===== src/rtl/pixel_row_readout.sv =====
// Captures one pixel row and streams it out one pixel per valid/ready beat.
// Optional checksum beat after each row when PIXEL_READOUT_CHECKSUM_EN is set.
//
// Ports:
//   CLK, RESET (sync, active-high)
//   ROW_DATA/ROW_VALID/ROW_READY  : parallel row capture
//   FRAME_START                   : next captured row becomes row 0
//   OUT_DATA/OUT_VALID/OUT_READY  : pixel stream handshake
//   OUT_COL/OUT_ROW               : beat indices
//   OUT_SOF/OUT_EOL/OUT_EOF       : frame markers
//   OUT_CHK                       : checksum beat flag (checksum build only)
//   OVERRUN                       : sticky, row offered while busy
module pixel_row_readout #(
  parameter  int WIDTH  = 4,
  parameter  int HEIGHT = 2,
  parameter  int BITS   = 8,
  localparam int CW     = (WIDTH  > 1) ? $clog2(WIDTH)  : 1,
  localparam int RW     = (HEIGHT > 1) ? $clog2(HEIGHT) : 1
) (
  input  logic                  CLK,
  input  logic                  RESET,
  input  logic [WIDTH*BITS-1:0] ROW_DATA,
  input  logic                  ROW_VALID,
  output logic                  ROW_READY,
  input  logic                  FRAME_START,
  output logic [BITS-1:0]       OUT_DATA,
  output logic                  OUT_VALID,
  input  logic                  OUT_READY,
  output logic [CW-1:0]         OUT_COL,
  output logic [RW-1:0]         OUT_ROW,
  output logic                  OUT_SOF,
  output logic                  OUT_EOL,
  output logic                  OUT_EOF,
`ifdef PIXEL_READOUT_CHECKSUM_EN
  output logic                  OUT_CHK,
`endif
  output logic                  OVERRUN
);

`ifdef PIXEL_READOUT_CHECKSUM_EN
  typedef enum logic [1:0] {
    IDLE, SHIFT, CHKSUM
  } state_e;
`else
  typedef enum logic [1:0] {
    IDLE, SHIFT
  } state_e;
`endif

  localparam logic [CW-1:0] COL_LAST = CW'(WIDTH - 1);
  localparam logic [RW-1:0] ROW_LAST = RW'(HEIGHT - 1);

  state_e          state_q;
  logic [CW-1:0]   col_q;
  logic [RW-1:0]   row_q;
  logic            pend_q;
  logic            ovr_q;
  logic [BITS-1:0] pix_q [WIDTH];

  logic            busy;
  logic            beat;
  logic            col_last;
  logic [RW-1:0]   row_d;
  logic            eol_w;

  assign busy     = (state_q != IDLE);
  assign beat     = busy && OUT_READY;
  assign col_last = (col_q == COL_LAST);

  // A frame start seen during the row (or on its last beat)
  // restarts numbering instead of advancing.
  always_comb begin
    row_d = row_q + RW'(1);
    if (pend_q || FRAME_START) begin
      row_d = '0;
    end else if (row_q == ROW_LAST) begin
      row_d = '0;
    end
  end

`ifdef PIXEL_READOUT_CHECKSUM_EN
  logic [BITS-1:0] sum_w;

  always_comb begin
    sum_w = '0;
    for (int i = 0; i < WIDTH; i++) begin
      sum_w = sum_w + pix_q[i];
    end
  end
`endif

  always_ff @(posedge CLK) begin
    if (RESET) begin
      state_q <= IDLE;
      col_q   <= '0;
      row_q   <= '0;
      pend_q  <= 1'b0;
      ovr_q   <= 1'b0;
      for (int i = 0; i < WIDTH; i++) begin
        pix_q[i] <= '0;
      end
    end else begin
      if (ROW_VALID && busy) begin
        ovr_q <= 1'b1;
      end else if (FRAME_START) begin
        ovr_q <= 1'b0;
      end
      unique case (state_q)
        IDLE: begin
          if (FRAME_START) begin
            row_q <= '0;
          end
          if (ROW_VALID) begin
            for (int i = 0; i < WIDTH; i++) begin
              pix_q[i] <= ROW_DATA[i*BITS +: BITS];
            end
            col_q   <= '0;
            state_q <= SHIFT;
          end
        end
        SHIFT: begin
          if (FRAME_START) begin
            pend_q <= 1'b1;
          end
          if (beat) begin
            if (!col_last) begin
              col_q <= col_q + CW'(1);
            end else begin
`ifdef PIXEL_READOUT_CHECKSUM_EN
              state_q <= CHKSUM;
`else
              row_q   <= row_d;
              col_q   <= '0;
              pend_q  <= 1'b0;
              state_q <= IDLE;
`endif
            end
          end
        end
`ifdef PIXEL_READOUT_CHECKSUM_EN
        CHKSUM: begin
          if (FRAME_START) begin
            pend_q <= 1'b1;
          end
          if (beat) begin
            row_q   <= row_d;
            col_q   <= '0;
            pend_q  <= 1'b0;
            state_q <= IDLE;
          end
        end
`endif
        default: state_q <= IDLE;
      endcase
    end
  end

`ifdef PIXEL_READOUT_CHECKSUM_EN
  assign eol_w    = (state_q == CHKSUM);
  assign OUT_CHK  = eol_w;
  assign OUT_DATA = !busy  ? '0 :
                    eol_w  ? sum_w : pix_q[col_q];
`else
  assign eol_w    = (state_q == SHIFT) && col_last;
  assign OUT_DATA = busy ? pix_q[col_q] : '0;
`endif

  assign ROW_READY = !busy;
  assign OUT_VALID = busy;
  assign OUT_COL   = col_q;
  assign OUT_ROW   = row_q;
  assign OUT_SOF   = (state_q == SHIFT) &&
                     (row_q == '0) && (col_q == '0);
  assign OUT_EOL   = eol_w;
  assign OUT_EOF   = eol_w && (row_q == ROW_LAST);
  assign OVERRUN   = ovr_q;

endmodule


===== config.mk =====
export PLATFORM = sky130hd
export DESIGN_NAME = pixel_row_readout
export DESIGN_NICKNAME = d
export VERILOG_FILES = /design/src/rtl/pixel_row_readout.sv
export SDC_FILE = /design/constraint.sdc
export NUM_CORES = 1
export LEC_CHECK = 0
export BUFFER_PORTS_ARGS = -buffer_cell sky130_fd_sc_hd__buf_2
export CAP_MARGIN = 0
export CORE_UTILIZATION = 40
export DETAILED_ROUTE_END_ITERATION = 10
export PLACE_DENSITY = 0.69
export SYNTH_ARGS = -nofsm -noshare
export SYNTH_HDL_FRONTEND = slang
export SYNTH_SLANG_ARGS = --single-unit

===== constraint.sdc =====
create_clock -name CLK -period 3.7 [get_ports CLK]
set_input_delay 0.74 -clock CLK [delete_from_list [all_inputs] [get_ports CLK]]
set_output_delay 0.74 -clock CLK [all_outputs]
set_load 0.01 [all_outputs]

# --- Yosys cells after proc, flatten, opt, wreduce, memory -nomap -nowiden ---
# Memories as Yosys holds them, arrays and structs flattened. A register that Yosys moved wholly into a read port is not among the register bits.
# Cells that the tools add are included.
word_totals:
  regBits: 7
  ramBits: 32
  in_bits: 37
  out_inout_bits: 17
  elab_cells: 66
  mem_count: 1
memory_table:
  columns: ["name", "words", "width", "rd", "rd_ports_with_merged_regs", "write_ports", "line", "rtl"]
  rows:
  - ["pix_q", 4, 8, 1, 1, 4, "58", "logic [BITS-1:0] pix_q [WIDTH];"]
classes:
  addsub: 2
  eq_ne: 6
  mux: 31
  bitwise: 5
  reduce_logical: 16
ops:
  columns: ["op", "count"]
  rows:
  - ["8-bit two-way mux", 5]
  - ["2-bit two-way mux", 8]
  - ["1-bit two-way mux", 15]
  - ["2-bit != test, second input constant", 4]
  - ["2-bit one-hot mux with 2 select lines", 2]
  - ["1-bit logical AND", 6]
  - ["3-bit AND reduction", 2]
  - ["2-bit nonzero test", 3]
  - ["2-bit logical NOT", 2]
  - ["1-bit bitwise OR", 4]
  - ["4-bit AND reduction", 1]
  - ["2-bit by 1-bit adder with 2-bit output, second input constant", 1]
  - ["2-bit by 1-bit equality test with 1-bit output, second input constant", 1]
  - ["2-bit equality test, second input constant", 1]
  - ["1-bit one-hot mux with 2 select lines", 1]
  - ["1-bit adder, second input constant", 1]
  - ["1-bit logical NOT", 1]
  - ["1-bit logical OR", 1]
  - ["1-bit inverter", 1]

# --- Longest topological paths before layout ---
# Gate-level depths: netlist (run 1).
depth:
  word_depth: 6
  ltp_mapped: 5
  depth_no_buf: 4

# --- Worst setup path before layout (run 1) ---
# No wires, ideal clock.
synth_path:
  path_type: "in2reg"
  from: "input port ROW_VALID"
  to: "memory pix_q[0][0], enable pin"
  setup_ps: 390
  t_arrival_ps: 1497
  required_ps: 3310
  slack_ps: 1814
  cell_stages: 2
  n_path_buf: 0
  cell_sequence: "nand2b_4 -> nand2_1"
synth_rtl:
  columns: ["item", "line", "rtl"]
  rows:
  - ["from (decl)", "23", "input logic ROW_VALID,"]
  - ["to (decl)", "58", null]

==> results of run 1 <==
-- sequential cells by signal, indices dropped and copies added (netlist names), named ones only --
| name | cells |
|---|---|
| OVERRUN | 1 |
| OUT_COL | 2 |
| state_q | 1 |
| pix_q | 32 |
| OUT_ROW | 1 |
| pend_q | 1 |
-- cell usage in the layout (no fill, tap or decap) --
cell type   n
and2_2      1
a31o_2      1
or3_1       1
nand2b_4    1
nor2_1      1
nor3b_1     1
nand2_1     3
nand3_1     3
buf_2      53
or4_1       1
dfxtp_1     8
clkinv_1    2
edfxtp_1   32
clkbuf_8    5
ha_1        2
bufinv_16   1
a311oi_1    1
a21oi_1     5
buf_4       1
a22oi_1     1
inv_1       5
mux4_2      8
and3_2      1
nor2_2      1
and2_1     40
a211oi_1    1
-- power by group through the flow --
| stage | clock [mW] | sequential [mW] | combinational (mW) |
|---|---|---|---|
| after global placement | 0 | 0.554 | 0.0994 |
| after global routing | 0.362 | 0.553 | 0.112 |
| after detailed placement | 0 | 0.558 | 0.102 |
| final | 0.338 | 0.547 | 0.101 |
| after CTS | 0.347 | 0.548 | 0.103 |
| after floorplan | 0 | 0.546 | 0.0695 |
-- layer usage --
layer,part of all wire,up-vias,track usage
met5,0,-,0
met4,0.017,0,0.0677
met3,0.046,5,0.0461
met2,0.53,26,0.262
met1,0.41,501,0.172
li1,-,553,-
-- final cells by class --
| type | instances | area share |
|---|---|---|
| sequential | 40 | 0.514 |
| multi-input combinational | 73 | 0.275 |
| timing repair buffer | 54 | 0.125 |
| clock buffer | 5 | 0.0316 |
| tap | 50 | 0.0287 |
| clock inverter | 3 | 0.0172 |
| inverter | 5 | 0.00861 |
-- per-stage QoR --
step / hold slack [ns] / cell area (sq um) / power [mW]
floorplan: 0.477 / 1780 / 0.615
global placement: 0.482 / 2070 / 0.654
detailed placement: 0.524 / 2070 / 0.661
CTS: 0.526 / 2180 / 0.997
global route: 0.565 / 2180 / 1.03
finish: 0.528 / 2180 / 0.985
-- kinds of logic after synthesis --
group	after synthesis	share of synthesized area
simple gates	54	0.189
flops	40	0.631
buf+inv	12	0.0324
compound gates	9	0.0324
mux	8	0.101
fa+ha+maj	2	0.0141
-- worst max-delay path: cells and delay by family, from the launching register on --
family | cells | cell delay [ns]
buffers and inverters | 1 | 0.13
DFF | 1 | 0.65
muxes | 1 | 0.57
and+or+nand+nor | 1 | 0.17
-- path summary, 6_finish.rpt --
path,from,endpoint,depth (start not counted)
min reg2reg,pend_q$_SDFFE_PP0P_,pend_q$_SDFFE_PP0P_,2
max,flip-flop,OUT_DATA[0],3
max reg2reg,state_q[0]$_SDFFE_PP0P_,pix_q[1][2]$_SDFFCE_PN0P_,3
min,pend_q$_SDFFE_PP0P_,pend_q$_SDFFE_PP0P_,2
==> flow_metrics.py, run 1 <==
metrics = {
    "worst_setup_path": {
        "startpoint_type": "flip-flop",
        "req_time_crit_path_ns": 2.96,
        "worstPathCellList": "mux4_2 -> and2_1 -> buf_2",
        "worst-path-max-fanout": 8,
        "ff2ff_setup_slack_ns": 1.87,
        "critical-path-max-stage-delay_ns": 0.65,
        "timing.critical_path.slowest_stage_cell": "dfxtp_1",
        "critical_path_arrival_ns": 1.81,
        "critical_path_class": "flip-flop to output port",
        "end_kind": "output port",
    },
    "clock_network": {
        "clock_insertion_delay_worst_skew_ns": 0.29,
        "clock-root-buffer": "clkbuf_8",
        "post_cts.resized_instances": 0,
        "cts_tree": "done",
        "clock-sinks": 40,
        "htree_num_levels": 2,
        "tritoncts.num_buffers": 5,
        "cts_buffer_depth": 2,
        "cts_setup_buffers": 0,
        "holdBufCountCts": 0,
        "clkTransAtPathRegs_ns": 0.07,
    },
    "yosys": {
        "ys_seq_elements": 40,
        "ys.warnings.count": 0,
        "synth_ff_type": "edfxtp_1",
        "synth_area_per_cell_sq_um": 14.2,
        "synth_edf_count": 32,
        "synth_top_area_share": 0.540,
        "top_area_cells_in_the_synthesized_netlist": "edfxtp_1 54%, and2_1 14%, mux4_2 10%",
        "syn-cell-area_sq_um": 1780,
        "synth_top_cells_by_count": "40 x and2_1, 32 x edfxtp_1, 8 x dfxtp_1, 8 x mux4_2",
        "syn-num-nets": 164,
        "synth_seq_area_share": 0.631,
        "synth_cells": 125,
        "synth-async-reset-ratio": 0,
        "synth_most_common_cell": "and2_1",
        "cell_taking_the_most_area_after_synthesis": "edfxtp_1",
        "yosys.cell_types.count": 25,
    },
    "floorplan": {
        "initial_cell_density_of_the_core": 0.429,
        "floorplan.die.height_um": 68.7,
        "placementRows": 23,
        "design.portCount": 54,
        "floorplan.die.width_um": 68.7,
        "dieArea_sq_um": 4720,
        "core_area_sq_um": 4140,
    },
    "sta": {
        "fmaxAchievable_mhz": 393,
        "rsz_0062_raised_after_global_routing": "no",
        "worst_slack_ns": 1.15,
        "layout_worst_path_cycle_share": 0.688,
        "timing_hold_violations_final": 0,
        "worst_clock_skew_ns": 0.00684,
        "period_needed_ns": 2.55,
        "timing_worst_slew_pin_value_ns": 0.887,
        "relative_slew_margins": 0.408,
        "finalSetupTns_ns": 0,
        "final-setup-viol-count": 0,
        "drv_slew": 0,
    },
    "layout": {
        "instances_no_fill": 230,
        "layout_cells_sized_above_1": 0.406,
        "multiInputGateArea_sq_um": 599,
        "antenna_diode_count": 0,
        "fin_nets": 218,
        "sequential_cell_area_sq_um": 1120,
        "post-route-util": 0.526,
        "syn2layout_area_growth_pct": 22.7,
        "fillCellCount": 370,
    },
    "place": {
        "globalplace.congestion": 0.697,
        "place.detailed.hpwl_um": 2270,
        "dpl.cell_count": 222,
        "port_buffers": 53,
        "post-place-ws_ns": 1.42,
    },
    "power_and_ir_drop": {
        "power_switching_uw": 208,
        "p_int_uw": 778,
        "p_comb_frac": 0.102,
        "leakagePower_nw": 0.933,
        "seq_power_share": 0.555,
        "cellPowerDensity_nw_per_um2": 452,
        "worst_ir_drop_vdd_mv": 0.188,
        "p_sw_frac": 0.211,
        "clock_power_share": 0.343,
    },
    "drt": {
        "route.final.wire_length_um": 3160,
        "detail_route.vias_per_cell": 4.72,
        "detailedRoute.firstPassIterationCount": 4,
        "wl_per_cell_um": 13.7,
        "route.vias.total": 1085,
        "detailedRoute.firstIterationViolations": 41,
        "remaining_routing_drc_violations": 0,
        "antenna_violating_nets_left": 0,
    },
    "global_route": {
        "overall_routing_resource_usage": 0.152,
        "gr-total-overflow": 0,
        "grt_start_max_net_pins": 34,
        "grt_pass1_vias": 1119,
        "antenna_found_initial": 0,
        "wire_length_of_the_first_global_routing_pass_um": 4970,
    },
    "outcome": {
        "run_status": "finished clean",
    },
    "min_path": {
        "hold_class": "flip-flop to flip-flop",
    },
    "run": {
        "maxCapViolations": 0,
    },
}
(Power assumes the default switching activity.)
==> run 2, diff against run 1 <==
--- a/config.mk
+++ b/config.mk
@@ -9,7 +9,7 @@
 export CAP_MARGIN = 0
 export CORE_UTILIZATION = 40
 export DETAILED_ROUTE_END_ITERATION = 10
-export PLACE_DENSITY = 0.69
+export PLACE_DENSITY = 0.71
 export SYNTH_ARGS = -nofsm -noshare
 export SYNTH_HDL_FRONTEND = slang
 export SYNTH_SLANG_ARGS = --single-unit
==> constraint.sdc (replaced) <==
create_clock -name CLK -period 2.25 [get_ports CLK]
set_input_delay 0.45 -clock CLK [delete_from_list [all_inputs] [get_ports CLK]]
set_output_delay 0.45 -clock CLK [all_outputs]
set_load 0.01 [all_outputs]
==> run 2 against run 1 <==
Sequential cell count did not move; setup slack worse by 0.99 ns; cell area is 0.69% lower; combinational power rose by 82%; via count is 7.0% higher; critical endpoint is now OUT_DATA[4]; die area unchanged.
==> flow_metrics.py, run 2 (synthesis results as in run 1) <==
metrics = {
    "sta": {
        "drv_slew": 0,
        "relative_slew_margins": 0.384,
        "worst_clock_skew_ns": 0.00690,
        "timing_hold_violations_final": 0,
        "period_needed_ns": 2.08,
        "final-setup-viol-count": 0,
        "fmaxAchievable_mhz": 480,
        "rsz_0062_raised_after_global_routing": "no",
        "timing_worst_slew_pin_value_ns": 0.922,
        "finalSetupTns_ns": 0,
        "layout_worst_path_cycle_share": 0.926,
    },
    "layout": {
        "mostFrequentLayoutCells": "53 x buf_2, 40 x and2_1, 32 x edfxtp_1",
        "largest_register": "pix_q",
        "antenna_diode_count": 0,
        "most_common_library_cell_in_the_layout_ignoring_fill_and_taps": "buf_2",
        "sequential_cell_area_sq_um": 1120,
        "fillCellCount": 372,
        "layout_cells_sized_above_1": 0.409,
        "largest_reg_flops": 32,
        "final_design_area_excluding_fillers_sq_um": 2170,
        "fin_nets": 220,
        "multiInputGateArea_sq_um": 599,
        "syn2layout_area_growth_pct": 21.8,
    },
    "drt": {
        "antenna_violating_nets_left": 0,
        "detailedRoute.firstIterationViolations": 43,
        "route.final.wire_length_um": 3230,
        "remaining_routing_drc_violations": 0,
        "detailedRoute.firstPassIterationCount": 4,
        "route.vias.total": 1161,
        "detail_route.vias_per_cell": 5.03,
        "wl_per_cell_um": 14.0,
    },
    "power_and_ir_drop": {
        "report.power.total_mw": 1.50,
        "clock_power_share": 0.286,
        "worst_ir_drop_vdd_mv": 0.321,
        "cellPowerDensity_nw_per_um2": 692,
        "p_sw_frac": 0.223,
        "leakagePower_nw": 0.930,
        "seq_power_share": 0.591,
        "p_int_mw": 1.16,
        "p_comb_frac": 0.123,
        "power_switching_uw": 335,
    },
    "global_route": {
        "global_route.usage.met1": 0.176,
        "globalRoute.busiestLayer": "met2",
        "overall_routing_resource_usage": 0.158,
        "use_met2": 0.262,
        "antenna_found_initial": 0,
        "wire_length_of_the_first_global_routing_pass_um": 5130,
        "grt_util_met3": 0.0559,
        "grt_start_max_net_pins": 34,
        "grt_pass1_vias": 1122,
        "gr-total-overflow": 0,
    },
    "place": {
        "port_buffers": 53,
        "place.detailed.hpwl_um": 2320,
        "globalplace.congestion": 0.718,
        "post_dp_cell_area_sq_um": 2090,
    },
    "worst_setup_path": {
        "critical_path_arrival_ns": 1.63,
        "ff2ff_setup_slack_ns": 0.61,
        "req_time_crit_path_ns": 1.80,
        "timing.rr.start": "state_q[0]$_SDFFE_PP0P_",
        "critical_path_class": "flip-flop to output port",
        "startpoint_type": "flip-flop",
        "end_kind": "output port",
        "worst-path-max-fanout": 7,
    },
    "clock_network": {
        "post_cts.resized_instances": 0,
        "clock-sinks": 40,
        "clock_insertion_delay_worst_skew_ns": 0.29,
        "holdBufCountCts": 0,
        "cts_buffer_depth": 2,
        "cts_setup_buffers": 0,
        "clkTransAtPathRegs_ns": 0.07,
        "tritoncts.num_buffers": 5,
        "cts_tree": "done",
        "clock-root-buffer": "clkbuf_8",
        "htree_num_levels": 2,
    },
    "run": {
        "maxCapViolations": 0,
    },
    "floorplan": {
        "placementRows": 23,
        "floorplan.die.width_um": 68.7,
        "initial_cell_density_of_the_core": 0.429,
        "dieArea_sq_um": 4720,
        "floorplan.die.height_um": 68.7,
        "design.portCount": 54,
        "core_area_sq_um": 4140,
    },
    "min_path": {
        "hold_path_startpoint": "ROW_DATA[21]",
        "hold_class": "primary input to flip-flop",
    },
    "outcome": {
        "run_status": "finished clean",
    },
}
-- run 2: final cells by class --
type,instances,area share
flip-flops and latches,40,0.518
multi-input cells,73,0.277
repair buffers,56,0.133
clock buffers,5,0.0318
well taps,50,0.0289
inverters,5,0.00867
clock inverters,2,0.00347
-- run 2: power by group through the flow --
stage	sequential, mW	combinational, mW	clock (mW)
3_3_place_gp	0.900	0.181	0
5_1_grt	0.894	0.205	0.473
3_5_place_dp	0.904	0.186	0
2_1_floorplan	0.897	0.114	0
6_report	0.887	0.184	0.429
4_1_cts	0.888	0.187	0.438
-- run 2: worst paths after layout --
check,to,cells after the start
worst max-delay path,OUT_DATA[4],4
worst min-delay path,pix_q[2][5]$_SDFFCE_PN0P_,2
worst max register to register,pix_q[3][7]$_SDFFCE_PN0P_,3
worst min register to register,OVERRUN$_SDFFE_PP0P_,2
-- run 2: metal layers --
metal	routed length, um	part of all wire	vias up
li1	-	-	557
met1	1290	0.40	553
met2	1680	0.52	43
met3	194	0.060	8
met4	74	0.023	0
met5	0	0	-
-- run 2: stage by stage --
step           hold WS [ns]   util  worst slack, ns  instances
6_report              0.435  0.523            0.167        231
5_1_grt               0.419  0.523           0.0719        231
4_1_cts               0.427  0.523            0.144        231
3_5_place_dp          0.510  0.504            0.457        224
3_3_place_gp          0.482  0.504            0.452        224
2_1_floorplan         0.477      -            0.516        125
-- run 2: critical path: stages (launching register included) --
cell and delay [ns]:
dfxtp_1 0.35, buf_4 0.21, mux4_2 0.50, and2_1 0.16, buf_2 0.13
==> run 3, diff against run 2 <==
--- a/config.mk
+++ b/config.mk
@@ -7,9 +7,11 @@
 export LEC_CHECK = 0
 export BUFFER_PORTS_ARGS = -buffer_cell sky130_fd_sc_hd__buf_2
 export CAP_MARGIN = 0
-export CORE_UTILIZATION = 40
+export CELL_PAD_IN_SITES_DETAIL_PLACEMENT = 1
+export CELL_PAD_IN_SITES_GLOBAL_PLACEMENT = 2
+export CORE_UTILIZATION = 30
 export DETAILED_ROUTE_END_ITERATION = 10
-export PLACE_DENSITY = 0.71
+export PLACE_DENSITY = 0.78
 export SYNTH_ARGS = -nofsm -noshare
 export SYNTH_HDL_FRONTEND = slang
 export SYNTH_SLANG_ARGS = --single-unit
==> run 3 against run 2 <==
Sequential cell count did not move; setup slack improved by 0.050 ns; cell area rose by 2.6%; critical path depth did not move; sequential power barely moved; clock skew fell by 0.0052 ns; sequential share of layout area fell by 1.3 points; fmax rose by 2.5%; hold slack got worse by 0.017 ns; final cell count rose by 11%; via count fell by 1.8%.
==> flow_metrics.py, run 3 (synthesis results as in run 1) <==
metrics = {
    "run": {
        "maxCapViolations": 0,
    },
    "clock_network": {
        "clkTransAtPathRegs_ns": 0.07,
        "clock-root-buffer": "clkbuf_8",
        "cts_setup_buffers": 0,
        "holdBufCountCts": 0,
        "clock_insertion_delay_worst_skew_ns": 0.28,
        "post_cts.resized_instances": 0,
        "cts_tree": "done",
        "tritoncts.num_buffers": 5,
        "clock-sinks": 40,
        "htree_num_levels": 2,
        "cts_buffer_depth": 2,
    },
    "layout": {
        "layout_cells_sized_above_1": 0.418,
        "syn2layout_area_growth_pct": 25.0,
        "largest_reg_flops": 32,
        "mostFrequentLayoutCells": "53 x buf_2, 40 x and2_1, 32 x edfxtp_1",
        "most_common_library_cell_in_the_layout_ignoring_fill_and_taps": "buf_2",
        "fin_nets": 222,
        "antenna_diode_count": 0,
        "largest_register": "pix_q",
        "instances_no_fill": 256,
    },
    "drt": {
        "antenna_violating_nets_left": 0,
        "remaining_routing_drc_violations": 0,
        "wl_per_cell_um": 14.0,
        "detailedRoute.firstIterationViolations": 83,
        "route.final.wire_length_um": 3590,
        "detailedRoute.firstPassIterationCount": 4,
        "detail_route.vias_per_cell": 4.45,
        "route.vias.total": 1140,
    },
    "floorplan": {
        "initial_cell_density_of_the_core": 0.317,
        "floorplan.die.height_um": 79.0,
        "floorplan.die.width_um": 79.0,
        "placementRows": 27,
        "dieArea_sq_um": 6240,
        "design.portCount": 54,
        "core_area_sq_um": 5610,
    },
    "sta": {
        "timing_hold_violations_final": 0,
        "rsz_0062_raised_after_global_routing": "no",
        "final-setup-viol-count": 0,
        "period_needed_ns": 2.03,
        "relative_slew_margins": 0.382,
        "worst_slack_ns": 0.217,
        "fin_hold_ws_ns": 0.418,
        "finalSetupTns_ns": 0,
        "worst_clock_skew_ns": 0.00166,
        "drv_slew": 0,
        "timing_worst_slew_pin_value_ns": 0.926,
        "layout_worst_path_cycle_share": 0.904,
        "fmaxAchievable_mhz": 492,
    },
    "power_and_ir_drop": {
        "worst_ir_drop_vdd_mv": 0.221,
        "cellPowerDensity_nw_per_um2": 699,
        "leakagePower_nw": 0.946,
    },
    "global_route": {
        "antenna_found_initial": 0,
        "grt_start_max_net_pins": 34,
        "gr-total-overflow": 0,
        "wire_length_of_the_first_global_routing_pass_um": 6000,
        "overall_routing_resource_usage": 0.130,
        "grt_pass1_vias": 1264,
    },
    "place": {
        "port_buffers": 53,
        "globalplace.congestion": 0.700,
        "place.detailed.hpwl_um": 2670,
        "post-place-ws_ns": 0.417,
        "dpl.cell_count": 248,
    },
    "outcome": {
        "run_status": "finished clean",
    },
    "worst_setup_path": {
        "end_kind": "output port",
        "req_time_crit_path_ns": 1.80,
        "startpoint_type": "flip-flop",
        "worst-path-max-fanout": 5,
        "ff2ff_setup_slack_ns": 0.59,
        "critical_path_arrival_ns": 1.58,
        "critical_path_class": "flip-flop to output port",
    },
    "min_path": {
        "hold_class": "primary input to flip-flop",
    },
}
[run 3: path summary, 6_finish.rpt]
kind / start / cells past startpoint / endpoint
worst min-delay path: OUT_READY / 2 / pend_q$_SDFFE_PP0P_
worst max register to register: state_q[0]$_SDFFE_PP0P_ / 3 / pix_q[1][2]$_SDFFCE_PN0P_
worst max-delay path: flip-flop / 4 / OUT_DATA[6]
worst min register to register: OVERRUN$_SDFFE_PP0P_ / 2 / OVERRUN$_SDFFE_PP0P_
[run 3: critical path, stage by stage (launching register included)]
cell     delay (ns)
dfxtp_1        0.33
buf_4          0.17
mux4_2         0.50
and2_1         0.17
buf_2          0.13
[run 3: routing by layer]
| metal | wire, um | GRT usage | share of wire |
|---|---|---|---|
| met3 | 205 | 0.0402 | 0.057 |
| met2 | 1780 | 0.228 | 0.49 |
| met5 | 0 | 0 | 0 |
| met4 | 61 | 0.0491 | 0.017 |
| met1 | 1550 | 0.148 | 0.43 |
[run 3: layout make-up]
type	instances	area (sq um)
Fill cell	648	3390
Tap cell	72	90.1
Sequential cell	40	1120
Multi-Input combinational cell	73	599
Timing Repair Buffer	58	303
Clock buffer	8	90.1
Inverter	5	18.8
[run 3: power breakdown]
| group | switching [mW] | internal [mW] | total [mW] |
|---|---|---|---|
| combinational | 0.0894 | 0.0987 | 0.188 |
| sequential | 0.0233 | 0.865 | 0.888 |
| clock | 0.228 | 0.250 | 0.478 |
| total | 0.340 | 1.21 | 1.55 |
[run 3: stage by stage]
| stage | instance area [sq um] | total power, mW | utilization |
|---|---|---|---|
| 2_1_floorplan | 1780 | 1.01 | - |
| 3_3_place_gp | 2130 | 1.09 | 0.380 |
| 3_5_place_dp | 2130 | 1.10 | 0.380 |
| 4_1_cts | 2220 | 1.58 | 0.396 |
| 5_1_grt | 2220 | 1.64 | 0.396 |
| 6_report | 2220 | 1.55 | 0.396 |
